$ cat config.mk
export PLATFORM = sky130hd
export DESIGN_NAME = lookup_tbl_ctrl_flat
export DESIGN_NICKNAME = d
export VERILOG_FILES = /design/src/rtl/lookup_tbl_ctrl_if.sv /design/src/rtl/lookup_tbl_ctrl.sv /design/src/flat_wrapper.sv
export SDC_FILE = /design/constraint.sdc
export NUM_CORES = 1
export LEC_CHECK = 0
export ABC_CLOCK_PERIOD_IN_PS = 2000
export CAP_MARGIN = 5
export CORE_AREA = 5 5 396 398
export DETAILED_ROUTE_END_ITERATION = 10
export DIE_AREA = 0 0 401 403
export SYNTH_ARGS = -nofsm -noshare
export SYNTH_HDL_FRONTEND = slang
export SYNTH_SLANG_ARGS = --single-unit
$ cat constraint.sdc
create_clock -name clk -period 2 [get_ports clk]
set_clock_uncertainty 0.15 [all_clocks]
set_input_delay 0.3 -clock clk [delete_from_list [all_inputs] [get_ports clk]]
set_output_delay 0.3 -clock clk [all_outputs]
set_load 0.005 [all_outputs]
$ cat src/rtl/lookup_tbl_ctrl_if.sv
// Lookup/config bus for the lookup table controller.
// master = packet source + config requester, slave = the controller.
interface lookup_tbl_ctrl_if #(
  parameter int DATA_WIDTH = 480,
  parameter int CTRL_WIDTH = 32,
  parameter int ADDR_WIDTH = 4
);
  logic                  datavalid;
  logic                  in_ready;
  logic [CTRL_WIDTH-1:0] in_ctl;
  logic [DATA_WIDTH-1:0] in_data;
  logic                  out_wr;
  logic [CTRL_WIDTH-1:0] out_ctl;
  logic [DATA_WIDTH-1:0] out_data;
  logic                  cfg_req;
  logic [ADDR_WIDTH-1:0] cfg_addr;
  logic [3:0]            cfg_wdata;
  logic                  cfg_ack;
  logic                  init_done;

  modport master (
    output datavalid, in_ctl, in_data, cfg_req, cfg_addr, cfg_wdata,
    input  in_ready, out_wr, out_ctl, out_data, cfg_ack, init_done
  );

  modport slave (
    input  datavalid, in_ctl, in_data, cfg_req, cfg_addr, cfg_wdata,
    output in_ready, out_wr, out_ctl, out_data, cfg_ack, init_done
  );
endinterface

$ cat src/rtl/lookup_tbl_ctrl.sv
// Lookup table controller: a small 4-bit action/next-pointer table indexed
// by a key field of the packet. Packet lookups have priority; a config write
// waits for an idle datapath cycle and is forced after MAX_DEFER busy cycles.
module lookup_tbl_ctrl #(
  parameter int          DATA_WIDTH    = 480,
  parameter int          CTRL_WIDTH    = 32,
  parameter int          ADDR_WIDTH    = 4,
  parameter int          KEY_LSB       = 207,
  parameter int          MAX_DEFER     = 8,
  parameter logic [3:0]  DEFAULT_ENTRY = 4'b1011
) (
  input logic                clk,
  input logic                rst,
  lookup_tbl_ctrl_if.slave   bus
);

  localparam int DEPTH   = 1 << ADDR_WIDTH;
  localparam int DEFER_W = (MAX_DEFER < 2) ? 1 : $clog2(MAX_DEFER + 1);
  localparam logic [ADDR_WIDTH-1:0] LAST_IDX   = {ADDR_WIDTH{1'b1}};
  localparam logic [DEFER_W-1:0]    DEFER_LAST = DEFER_W'(MAX_DEFER);
  localparam logic [DEFER_W-1:0]    DEFER_ONE  = DEFER_W'(1);

  typedef enum logic [2:0] {
    ST_INIT,
    ST_IDLE,
    ST_DEFER,
    ST_FORCE,
    ST_ACK
  } state_t;

  state_t                state;
  logic [ADDR_WIDTH-1:0] init_cnt;
  logic [DEFER_W-1:0]    defer_cnt;
  logic                  in_ready_q;
  logic                  cfg_ack_q;
  logic                  init_done_q;

  logic [3:0]            table_mem [DEPTH];

  logic [ADDR_WIDTH-1:0] key;
  logic [3:0]            lookup_entry;
  logic                  lookup_fire;
  logic [CTRL_WIDTH-1:0] ctl_next;

  logic                  out_wr_q;
  logic [CTRL_WIDTH-1:0] out_ctl_q;
  logic [DATA_WIDTH-1:0] out_data_q;

  // Only the key field and the two forwarded control bytes are consumed.
  logic unused_ctl_bits;
  assign unused_ctl_bits = ^{bus.in_ctl[23:16], bus.in_ctl[7:0]};

  assign key          = bus.in_data[KEY_LSB +: ADDR_WIDTH];
  assign lookup_entry = table_mem[key];
  assign lookup_fire  = bus.datavalid && in_ready_q;

  assign bus.in_ready  = in_ready_q;
  assign bus.cfg_ack   = cfg_ack_q;
  assign bus.init_done = init_done_q;
  assign bus.out_wr    = out_wr_q;
  assign bus.out_ctl   = out_ctl_q;
  assign bus.out_data  = out_data_q;

  // Assemble the outgoing control word from the entry and forwarded in_ctl bytes.
  always_comb begin
    ctl_next        = '0;
    ctl_next[1:0]   = lookup_entry[1:0];
    ctl_next[17:16] = lookup_entry[3:2];
    ctl_next[15:8]  = bus.in_ctl[15:8];
    ctl_next[31:24] = bus.in_ctl[31:24];
  end

  // Controller FSM: table init, config write arbitration and the table write port.
  always_ff @(posedge clk) begin
    if (rst) begin
      state       <= ST_INIT;
      init_cnt    <= '0;
      defer_cnt   <= '0;
      in_ready_q  <= 1'b0;
      cfg_ack_q   <= 1'b0;
      init_done_q <= 1'b0;
    end else begin
      cfg_ack_q <= 1'b0;
      case (state)
        ST_INIT: begin
          table_mem[init_cnt] <= DEFAULT_ENTRY;
          if (init_cnt == LAST_IDX) begin
            state       <= ST_IDLE;
            init_cnt    <= '0;
            init_done_q <= 1'b1;
            in_ready_q  <= 1'b1;
          end else begin
            init_cnt <= init_cnt + ADDR_WIDTH'(1);
          end
        end
        ST_IDLE: begin
          if (bus.cfg_req) begin
            if (bus.datavalid) begin
              state     <= ST_DEFER;
              defer_cnt <= DEFER_ONE;
            end else begin
              table_mem[bus.cfg_addr] <= bus.cfg_wdata;
              state     <= ST_ACK;
              cfg_ack_q <= 1'b1;
            end
          end
        end
        ST_DEFER: begin
          if (!bus.datavalid) begin
            table_mem[bus.cfg_addr] <= bus.cfg_wdata;
            state     <= ST_ACK;
            cfg_ack_q <= 1'b1;
            defer_cnt <= '0;
          end else if (defer_cnt == DEFER_LAST) begin
            state      <= ST_FORCE;
            in_ready_q <= 1'b0;
            defer_cnt  <= '0;
          end else begin
            defer_cnt <= defer_cnt + DEFER_ONE;
          end
        end
        ST_FORCE: begin
          table_mem[bus.cfg_addr] <= bus.cfg_wdata;
          state      <= ST_ACK;
          cfg_ack_q  <= 1'b1;
          in_ready_q <= 1'b1;
        end
        ST_ACK: begin
          state <= ST_IDLE;
        end
        default: begin
          state      <= ST_INIT;
          init_cnt   <= '0;
          defer_cnt  <= '0;
          in_ready_q <= 1'b0;
        end
      endcase
    end
  end

  // Lookup datapath: register the result one cycle after an accepted lookup.
  always_ff @(posedge clk) begin
    if (rst) begin
      out_wr_q   <= 1'b0;
      out_ctl_q  <= '0;
      out_data_q <= '0;
    end else if (lookup_fire) begin
      out_wr_q   <= 1'b1;
      out_ctl_q  <= ctl_next;
      out_data_q <= bus.in_data;
    end else begin
      out_wr_q <= 1'b0;
    end
  end

endmodule
$ cat src/flat_wrapper.sv
// flat-port wrapper written by rule: the top's interface ports become plain ports
module lookup_tbl_ctrl_flat 
#(
  parameter int          DATA_WIDTH    = 480,
  parameter int          CTRL_WIDTH    = 32,
  parameter int          ADDR_WIDTH    = 4,
  parameter int          KEY_LSB       = 207,
  parameter int          MAX_DEFER     = 8,
  parameter logic [3:0]  DEFAULT_ENTRY = 4'b1011
)
  (clk, rst, bus_datavalid, bus_in_ctl, bus_in_data, bus_cfg_req, bus_cfg_addr, bus_cfg_wdata, bus_in_ready, bus_out_wr, bus_out_ctl, bus_out_data, bus_cfg_ack, bus_init_done);
  lookup_tbl_ctrl_if #(.DATA_WIDTH(DATA_WIDTH), .CTRL_WIDTH(CTRL_WIDTH), .ADDR_WIDTH(ADDR_WIDTH)) bus_i ();
  input logic clk;
  input logic rst;
  input wire logic [$bits(bus_i.datavalid)-1:0] bus_datavalid;
  input wire logic [$bits(bus_i.in_ctl)-1:0] bus_in_ctl;
  input wire logic [$bits(bus_i.in_data)-1:0] bus_in_data;
  input wire logic [$bits(bus_i.cfg_req)-1:0] bus_cfg_req;
  input wire logic [$bits(bus_i.cfg_addr)-1:0] bus_cfg_addr;
  input wire logic [$bits(bus_i.cfg_wdata)-1:0] bus_cfg_wdata;
  output wire logic [$bits(bus_i.in_ready)-1:0] bus_in_ready;
  output wire logic [$bits(bus_i.out_wr)-1:0] bus_out_wr;
  output wire logic [$bits(bus_i.out_ctl)-1:0] bus_out_ctl;
  output wire logic [$bits(bus_i.out_data)-1:0] bus_out_data;
  output wire logic [$bits(bus_i.cfg_ack)-1:0] bus_cfg_ack;
  output wire logic [$bits(bus_i.init_done)-1:0] bus_init_done;
  assign bus_i.datavalid = bus_datavalid;
  assign bus_i.in_ctl = bus_in_ctl;
  assign bus_i.in_data = bus_in_data;
  assign bus_i.cfg_req = bus_cfg_req;
  assign bus_i.cfg_addr = bus_cfg_addr;
  assign bus_i.cfg_wdata = bus_cfg_wdata;
  assign bus_in_ready = bus_i.in_ready;
  assign bus_out_wr = bus_i.out_wr;
  assign bus_out_ctl = bus_i.out_ctl;
  assign bus_out_data = bus_i.out_data;
  assign bus_cfg_ack = bus_i.cfg_ack;
  assign bus_init_done = bus_i.init_done;
  lookup_tbl_ctrl #(.DATA_WIDTH(DATA_WIDTH), .CTRL_WIDTH(CTRL_WIDTH), .ADDR_WIDTH(ADDR_WIDTH), .KEY_LSB(KEY_LSB), .MAX_DEFER(MAX_DEFER), .DEFAULT_ENTRY(DEFAULT_ENTRY)) u_core (.clk(clk), .rst(rst), .bus(bus_i));
endmodule
==> impl_results.md, run 1 <==
- Reg2reg start: u_core.state[1]
- Final net count: 4265
- Area growth, synth to finish: 88.2%
- Max VDD drop: 0.000611 V
- Endpoint, Worst Hold: u_core.state[0]
- Post-synth EDFFs: 64
- Setup ws final: 0.0126 ns
- Reg-to-Reg End: u_core.table_mem[1][1]
- DRC violations left: 0
- Largest cells by area after synthesis: dfxtp_1, nand2_1, a21oi_1, edfxtp_1, buf_2
- Crit Path Max Fanout: 8
- Grt ovf: 0
- Synth top area share: 50.0%
- Ys Warns: 0
- Gp weighted congestion: 0.929
- Pwr/cell area: 720 nW/um^2
- Min Tclk post-route: 1.99 ns
- Drt wl/cell: 22.6 um
- Min-Delay Path Class: in2reg
- GRT Util Overall: 15.5%
- Largest area contributor in the netlist: dfxtp_1
- M1 GR Usage: 18.7%
- Post-DP HPWL: 107000 um
- Core area: 153000 um^2
- Num CTS Buffers: 73
- Post-route cell area: 38800 um^2
- Clk sinks: 579
- First-pass GRT wire length: 178000 um
- Register area share after synthesis: 59.3%
- Slew Limit Fails: 0
- Vias in the first global route: 21.8k
- Dpl ws: -0.771 ns
- Tcrit/Tclk final: 99.4%
- Placed cell area: 33800 um^2
- RSZ-0062 raised after global routing: yes
- Final Hold Viols: 0
- #FFs+latches synth: 579
- Worst Setup Path Type: in2reg
- Final setup violation count: 0
- CP startpoint kind: primary input
- Die footprint: 162000 um^2
- Initial antenna violation count: 88
- CTS tree: done
- Hold Worst Slack: 0.0555 ns
- Final ANT Viol Nets: 0
- Hold_sp: bus_datavalid
- Worst Tran Pin Value: 1.02 ns
- GRT Max-Usage Layer: met2
- Setup tns final: 0 ns
- Post-Synthesis Cell Area: 20600 um^2
- CTS root buffer: clkbuf_16
- Clk_lat worst skew: 0.64 ns
- CP Capture Type: flip-flop
- IO buf count: 1011
- Layout cells sized above 1: 8.08%
- WHS Path Cells: 4
- Largest net degree at the start of global routing: 167
- LEAKAGE: 15.6 nW
- Fraction of registers with async set/reset: 0%
- FP Rows: 144
- Final WL: 133000 um
- FMAX: 0.503 GHz
- Arr. time, crit path: 2.24 ns
- Avg Inst Size Synth: 8.48 um^2
- Chip Height: 403 um
- Worst EP required: 2.26 ns
- Chip width: 401 um
- Initial DRC count: 1768
- Met2 usage in global routing: 25.8%
- 1st-pass router iterations: 7
- Most common cell after layout, fill and taps aside: nand2_1
- Synth Flop Type: dfxtp_1
- Initial Util: 13.5%
- DR vias/cell: 3.85
- Fillers: 16.4k
- Status: finished clean
- Cells after Synth: 2433
- Reg2reg setup slack: 0.07 ns
- Clk slew on worst S/H paths: 0.06 ns
- Worst reg2reg path depth: 6
- Rel. slew slack: 31.8%
- Vias: 22.6k
- GR met3 Demand/Resource: 5.83%
- Max_cap viols: 0
- Most frequent cells in the layout: nand2_1, a21oi_1, clkdlybuf4s50_1, dfxtp_1, dlygate4sd2_1
- Top Ports: 1040
- Clock buffer depth: 3
- Post-synth cell types: 47
- H-tree Lvls: 3
- Total power: 0.0279 W
-- worst max-delay path by stage --
stage | to | startpoint | slack, ns
after floorplan | u_core.table_mem[15][0] | bus_datavalid | -0.005
after detailed placement | u_core.table_mem[0][1] | bus_datavalid | -0.77
final | u_core.table_mem[1][1] | bus_cfg_req | 0.01
after global placement | u_core.table_mem[9][1] | bus_datavalid | -0.75
after CTS | bus_out_data[226] | u_core.bus.out_data[226] | 0.0003
after global routing | u_core.table_mem[2][0] | u_core.state[1] | -0.02
-- final cells by class --
type / count / area (um^2) / share of cell area, %
tap: 2044 / 2560 / 6.59
inverter: 6 / 22.5 / 0.0580
clock inverter: 38 / 505 / 1.30
multi-input combinational: 1667 / 7610 / 19.6
antenna: 26 / 65.1 / 0.168
timing repair buffer: 1411 / 13700 / 35.3
sequential: 579 / 12300 / 31.6
clock buffer: 97 / 2090 / 5.37
-- cell families after synthesis --
family | synth area share [%]
compound gates | 13.4
xor+xnor | 0.0425
fa+ha+maj | 0.182
buf+inv | 4.49
flops | 59.3
mux | 2.19
other cells | 0.0182
simple gates | 20.4
-- cells in the mapped netlist, types with 3 or more instances --
master and instances:
a211oi_1 6, a21oi_1 510, a31oi_1 3, a32oi_1 4
buf_1 8, buf_2 80, buf_4 16, buf_6 3
clkbuf_1 85, dfxtp_1 515, edfxtp_1 64, ha_1 3
inv_1 6, mux2i_1 17, mux4_2 12, nand2_1 1008
nand2b_1 6, nand3_1 6, nand3b_1 3, nor2_1 38
nor2b_1 8, o21ai_0 4
-- through the flow --
stage          util [%]  instances
2_1_floorplan         -       2444
3_3_place_gp       22.1       5424
3_5_place_dp       22.1       5424
5_1_grt            25.4       5846
6_report           25.4       5868
4_1_cts            25.3       5841
-- flip-flops by register name, summed over array words and instances, names as in the netlist --
| name | count |
|---|---|
| u_core.bus.cfg_ack | 1 |
| u_core.bus.in_ready | 1 |
| u_core.bus.init_done | 1 |
| u_core.bus.out_ctl | 20 |
| u_core.bus.out_data | 480 |
| u_core.bus.out_wr | 1 |
| u_core.defer_cnt | 4 |
| u_core.init_cnt | 4 |
| u_core.state | 3 |
| u_core.table_mem | 64 |
-- worst max-delay path, cell delays in order --
cell and delay [ns]:
clkdlybuf4s50_1 0.52, nor2b_2 0.24, o21ai_4 0.10, a211oi_4 0.30
buf_6 0.19, mux2i_2 0.32, nor2_1 0.10, buf_4 0.17
-- power by group --
part	leakage [nW]	switching [W]	total, W	internal [W]
clock network	1.25	0.00594	0.0141	0.00818
registers	4.79	0.0000126	0.0117	0.0117
logic	9.56	0.000742	0.00210	0.00136
-- what timing repair did --
action	in CTS	in global routing
hold buffers	282	1
endpoints found under the hold margin	303	1
endpoints found under the setup margin	550	69
buffers inserted	0	0
pin swaps	0	5
gates resized for setup	542	21
-- layer usage --
| layer | up-vias | wire (um) |
|---|---|---|
| met5 | - | 374 |
| met4 | 58 | 3700 |
| met3 | 202 | 12300 |
| met2 | 998 | 62800 |
| met1 | 10774 | 53500 |
| li1 | 10579 | - |
No activity file was read; power rests on OpenSTA's default activity.
==> run 2: changes to the inputs <==
- GPL_ROUTABILITY_DRIVEN: unset -> 0
==> run 2 against run 1 <==
Die area is the same. Critical path type is now reg2reg. Routed wire length down 0.79%. Highest routed layer unchanged. Core utilization is 0.20 points lower. Sequential cell count stayed put. Largest power group unchanged.
==> impl_results.md, run 2 (synthesis gave the netlist of run 1 again) <==
- Status: finished clean
- RSZ-0062 raised after global routing: yes
- Core Util, Final: 25.2% (-0.20 points)
- CTS tree: done
- Final Hold Viols: 0 (unchanged)
- DRC violations left: 0 (unchanged)
- Final WL: 132000 um (-0.79%)
- Area growth, synth to finish: 86.7%
- Rel. slew slack: 12.8% (-19 points)
- Placed cell area: 33800 um^2 (+0.16%)
- Arr. time, crit path: 2.13 ns (-0.11 ns)
- Clock buffer depth: 3 (unchanged)
- IO buf count: 1011 (unchanged)
- Crit-path slowest cell: nor4b_4
- Post-DP HPWL: 106000 um (-0.71%)
- Non-filler cells, final: 5856 (-0.20%)
- Largest net degree at the start of global routing: 189 (+13%)
- CP Capture Type: flip-flop
- Dpl cells: 5436 (+0.22%)
- Top Ports: 1040 (unchanged)
- Register area: 12300 um^2 (about the same)
- Initial Util: 13.5% (unchanged)
- Initial DRC count: 1950 (+10%)
- Worst path cell trace: or2_4 > nor4b_4 > a32oi_2 > nor2_1 > buf_4
- Final net count: 4264 (-0.023%)
- CTS root buffer: clkbuf_16
- Vias in the first global route: 21.8k (-0.037%)
- Drt wl/cell: 22.5 um (-0.58%)
- Initial antenna violation count: 92 (+4.5%)
- Chip Height: 403 um (unchanged)
- Slew Limit Fails: 0 (unchanged)
- First-pass GRT wire length: 176000 um (-1.4%)
- Min Tclk post-route: 1.94 ns (-0.0452 ns)
- Area of the multi-input gates: 7600 um^2 (-0.15%)
- Die footprint: 162000 um^2 (unchanged)
- Worst EP required: 2.19 ns (-0.07 ns)
- LEAKAGE: 15.4 nW (-1.0%)
- FMAX: 0.515 GHz (+2.3%)
- Max VDD drop: 0.000656 V (+7.4%)
- Final ANT Viol Nets: 0 (unchanged)
- Setup bufs post-CTS: 0 (unchanged)
- Layout cells sized above 1: 8.05% (-0.038 points)
- 1st-pass router iterations: 5 (-2)
- Clk slew on worst S/H paths: 0.06 ns (about the same)
- Worst Tran Pin Value: 1.31 ns (+0.284 ns)
- Tcrit/Tclk final: 97.1% (-2.3 points)
- Max_cap viols: 0 (unchanged)
- Setup tns final: 0 ns (unchanged)
- Fillers: 16.5k (+0.52%)
- Crit Path Max Fanout: 5 (-3)
- Min-Delay Path Class: in2reg
- GRT Util Overall: 15.3% (-0.20 points)
- CP startpoint kind: flip-flop
- Pwr/cell area: 704 nW/um^2 (-2.2%)
- Final setup violation count: 0 (unchanged)
- DR vias/cell: 3.85 (-0.17%)
- Max FFs per register: 480 (unchanged)
- Reg2reg setup slack: 0.06 ns (about the same)
- Grt ovf: 0 (unchanged)
- Worst Setup Path Type: reg2reg
- Post-route cell area: 38500 um^2 (-0.80%)
- FP Rows: 144 (unchanged)
- H-tree Lvls: 3 (unchanged)
- Chip width: 401 um (unchanged)
- Vias: 22.5k (-0.38%)
- Total power: 0.0271 W (-2.9%)
- Clk_lat worst skew: 0.67 ns (+0.03 ns)
- Most common cell after layout, fill and taps aside: nand2_1
- Clk sinks: 579 (unchanged)
- Num CTS Buffers: 71 (-2.7%)
- Most frequent cells in the layout: nand2_1, clkdlybuf4s50_1, a21oi_1, dfxtp_1, dlygate4sd2_1
- CP peak stage delay: 0.41 ns (-0.11 ns)
- Core area: 153000 um^2 (unchanged)
## run 2: path summary, 6_finish.rpt
check                           start                       end  cells after the start
min reg2reg  u_core.bus.out_data[106]  u_core.bus.out_data[106]                      2
max reg2reg           u_core.state[1]    u_core.table_mem[6][0]                      5
min                  bus_in_data[255]  u_core.bus.out_data[255]                      3
max                   u_core.state[1]    u_core.table_mem[6][0]                      5
## run 2: per-stage QoR
stage | hold WS, ns | worst slack [ns]
4_1_cts | 0.000197 | 0.000608
3_3_place_gp | 0.291 | -0.762
5_1_grt | 0.0269 | -0.0243
3_5_place_dp | 0.295 | -0.764
2_1_floorplan | 0.286 | -0.00506
6_report | 0.0672 | 0.0577
## run 2: metal layers
layer / vias up / GRT usage [%] / share of wire (%)
met5: - / 0 / 0.31
met4: 66 / 4.20 / 2.6
met3: 218 / 5.94 / 10
met2: 1035 / 25.5 / 47
met1: 10643 / 18.3 / 40
li1: 10564 / - / -
## run 2: where the power goes
part           switching (W)  leakage [nW]  internal (W)
registers          0.0000127          4.78        0.0117
logic               0.000729          9.48       0.00135
clock network        0.00574          1.17       0.00757
total                0.00648          15.4        0.0206
## run 2: repair_timing
action	in CTS	in global routing
pin swaps	0	3
gates resized for setup	527	20
hold buffers	272	0
endpoints found under the hold margin	314	0
endpoints found under the setup margin	553	51
## run 2: layout make-up
type	instances	area share [%]
tap	2044	6.64
sequential	579	31.9
clock buffer	94	5.20
antenna	21	0.136
clock inverter	33	1.03
timing repair buffer	1412	35.4
multi-input combinational	1667	19.7
inverter	6	0.0585
## run 2: critical path, delay by kind of cell, from the launching register on
kind / cells / cell delay, ns
AO/OA/AOI/OAI: 1 / 0.16
AND/OR/NAND/NOR: 3 / 0.83
flip-flops: 1 / 0.37
buffers and inverters: 1 / 0.15
==> edit (flow settings as in run 2) <==
`DEFAULT_ENTRY` is set to 4'b1011 in 2 places; all go to 4'b1000.
--- a/src/rtl/lookup_tbl_ctrl.sv
+++ b/src/rtl/lookup_tbl_ctrl.sv
@@ -7,7 +7,7 @@
   parameter int          ADDR_WIDTH    = 4,
   parameter int          KEY_LSB       = 207,
   parameter int          MAX_DEFER     = 8,
-  parameter logic [3:0]  DEFAULT_ENTRY = 4'b1011
+  parameter logic [3:0]  DEFAULT_ENTRY = 4'b1000
 ) (
   input logic                clk,
   input logic                rst,
--- a/src/flat_wrapper.sv
+++ b/src/flat_wrapper.sv
@@ -6,7 +6,7 @@
   parameter int          ADDR_WIDTH    = 4,
   parameter int          KEY_LSB       = 207,
   parameter int          MAX_DEFER     = 8,
-  parameter logic [3:0]  DEFAULT_ENTRY = 4'b1011
+  parameter logic [3:0]  DEFAULT_ENTRY = 4'b1000
 )
   (clk, rst, bus_datavalid, bus_in_ctl, bus_in_data, bus_cfg_req, bus_cfg_addr, bus_cfg_wdata, bus_in_ready, bus_out_wr, bus_out_ctl, bus_out_data, bus_cfg_ack, bus_init_done);
   lookup_tbl_ctrl_if #(.DATA_WIDTH(DATA_WIDTH), .CTRL_WIDTH(CTRL_WIDTH), .ADDR_WIDTH(ADDR_WIDTH)) bus_i ();
Formal check against the unedited RTL: no difference found for any inputs over 4 cycles, from zero or initial values and one cycle with rst high; that may be too few to reach the edited logic, so the function may still have changed.
==> edit against run 2 <==
Final cell count grew 0.43%. Hold slack gained 0.023 ns. Routed wire length shrank 4.5%. Utilization grew 0.23 points. Largest cell class unchanged. Final area grew 0.92%. Setup slack lost 0.017 ns. Area after synthesis is essentially flat. Sequential power is essentially flat. Power grew 0.48%. First-iteration DRC count shrank 7.6%. Combinational power grew 3%. Sequential cell count is the same.
==> edit: results (changes against run 2) <==
----------------------------------------------------
[Global route]
  Initial antenna violation count ... 59 (-36%)
  Global-route wire length before repair ... 172 mm (-2.3%)
  Number of global-route vias before repair ... 22,300 (+2.1%)
  Largest net degree at the start of global routing ... 164 (-13%)

[Detailed routing]
  Via density per instance ... 3.85 (about the same)
  Count of routing violations after the opening detailed-route iteration ... 1,802 (-7.6%)
  Antenna-violating nets left ... 0 (unchanged)
  Final routed wirelength across all metal layers ... 126 mm (-4.5%)

[Placement]
  Sum of net half-perimeters after detailed placement ... 101 mm (-5.1%)

[Setup path]
  RR Endpoint ... u_core.table_mem[15][3]
  Arrival time worst endpoint ... 2.16 ns (+0.03 ns)
  Depth of the most critical reg-to-reg path ... 6 (+1)

[Synth]
  Largest cells by area after synthesis ... sky130_fd_sc_hd__dfxtp_1, sky130_fd_sc_hd__nand2_1, sky130_fd_sc_hd__a21oi_1
  Fraction of synthesized area in multiplexers ... 2.19% (about the same)
  Yosys cell types ... 48 (+2.1%)
  Proportion of synthesized chip area in sequential cells ... 59.3% (about the same)
  Fraction of synthesized cell area in xor and xnor cells ... 0.0425% (about the same)

[STA]
  Max-slew headroom ... 31.3% (+18 points)
  Transition time at the pin with the least slew margin ... 1.03 ns (-0.276 ns)

[Power]
  Sw Ratio ... 23.6% (-0.30 points)
  Maximum vdd ir drop ... 484 uV (-26%)
  Static leakage power ... 0.0155 uW (+0.33%)

[CTS]
  Source-to-sink clock delay at the later pin of the worst-skew pair ... 0.64 ns (-0.03 ns)
  Number of CTS-inserted buffers ... 73 (+2.8%)

[Worst hold path]
  Worst Hold Launch ... bus_in_data[429]
  Endpoint of the worst hold-timing path ... u_core.bus.out_data[429]

[Run status]
  Result of the run ... completed

----------------------------------------------------
edit: final cells by class:
class,instances,area [um2]
fill,16500,114000
timing repair buffer,1448,14000
sequential,579,12300
multi-input combinational,1667,7610
tap,2044,2560
clock buffer,95,2030
clock inverter,32,394
antenna,10,25.0
inverter,6,22.5
edit: what timing repair did:
| action | in CTS | in global routing |
|---|---|---|
| endpoints found under the hold margin | 341 | 0 |
| pin swaps | 3 | 2 |
| hold buffers | 317 | 0 |
| setup endpoints to repair | 564 | 57 |
| resized for setup | 560 | 11 |
| setup buffers | 0 | 1 |
edit: logic make-up after synthesis:
family	count (synthesis)
mux	30
compound gates	535
flops	579
xor+xnor	1
fa+ha+maj	3
buf+inv	198
simple gates	1086
other cells	1
edit: worst max path at each step:
stage / start / to / slack [ns] / depth (start not counted)
5_1_grt: u_core.state[1] / u_core.table_mem[8][3] / -0.04 / 7
2_1_floorplan: bus_datavalid / u_core.table_mem[15][0] / -0.005 / 6
3_3_place_gp: bus_cfg_req / u_core.table_mem[11][2] / -0.69 / 8
6_report: u_core.state[1] / u_core.table_mem[15][3] / 0.04 / 6
3_5_place_dp: bus_cfg_req / u_core.table_mem[12][3] / -0.69 / 8
4_1_cts: u_core.state[1] / u_core.table_mem[9][3] / 0.0003 / 7
edit: routing by layer:
metal | up-vias | track usage (%) | wire [um]
met1 | 10800 | 18.2 | 51500
met3 | 187 | 5.09 | 11800
met2 | 975 | 23.5 | 57400
met4 | 38 | 5.46 | 4690
li1 | 10600 | - | -
met5 | - | 0 | 237
edit: through the flow:
stage / area [um2] / std cells / utilization (%) / power [uW]
floorplan: 20700 / 2444 / - / 12300
global placement: 33700 / 5428 / 22.1 / 13500
detailed placement: 33700 / 5428 / 22.1 / 13500
CTS: 38800 / 5871 / 25.4 / 27700
global route: 38900 / 5873 / 25.4 / 28200
finish: 38900 / 5881 / 25.4 / 27300
edit: power groups by stage:
stage	Clock, uW	Combinational, uW	Sequential, uW
6_report	13400	2140	11700
5_1_grt	14300	2230	11700
4_1_cts	13900	2120	11700
3_3_place_gp	0	1540	12000
3_5_place_dp	0	1540	12000
2_1_floorplan	0	292	12000
edit: worst max-delay path, cell delays in order, from the launching register on:
cell                       delay (ns)
sky130_fd_sc_hd__dfxtp_4         0.39
sky130_fd_sc_hd__nand2b_4        0.07
sky130_fd_sc_hd__a211oi_4        0.32
sky130_fd_sc_hd__buf_4           0.17
sky130_fd_sc_hd__mux2_4          0.32
sky130_fd_sc_hd__nor2_2          0.12
sky130_fd_sc_hd__buf_4           0.14
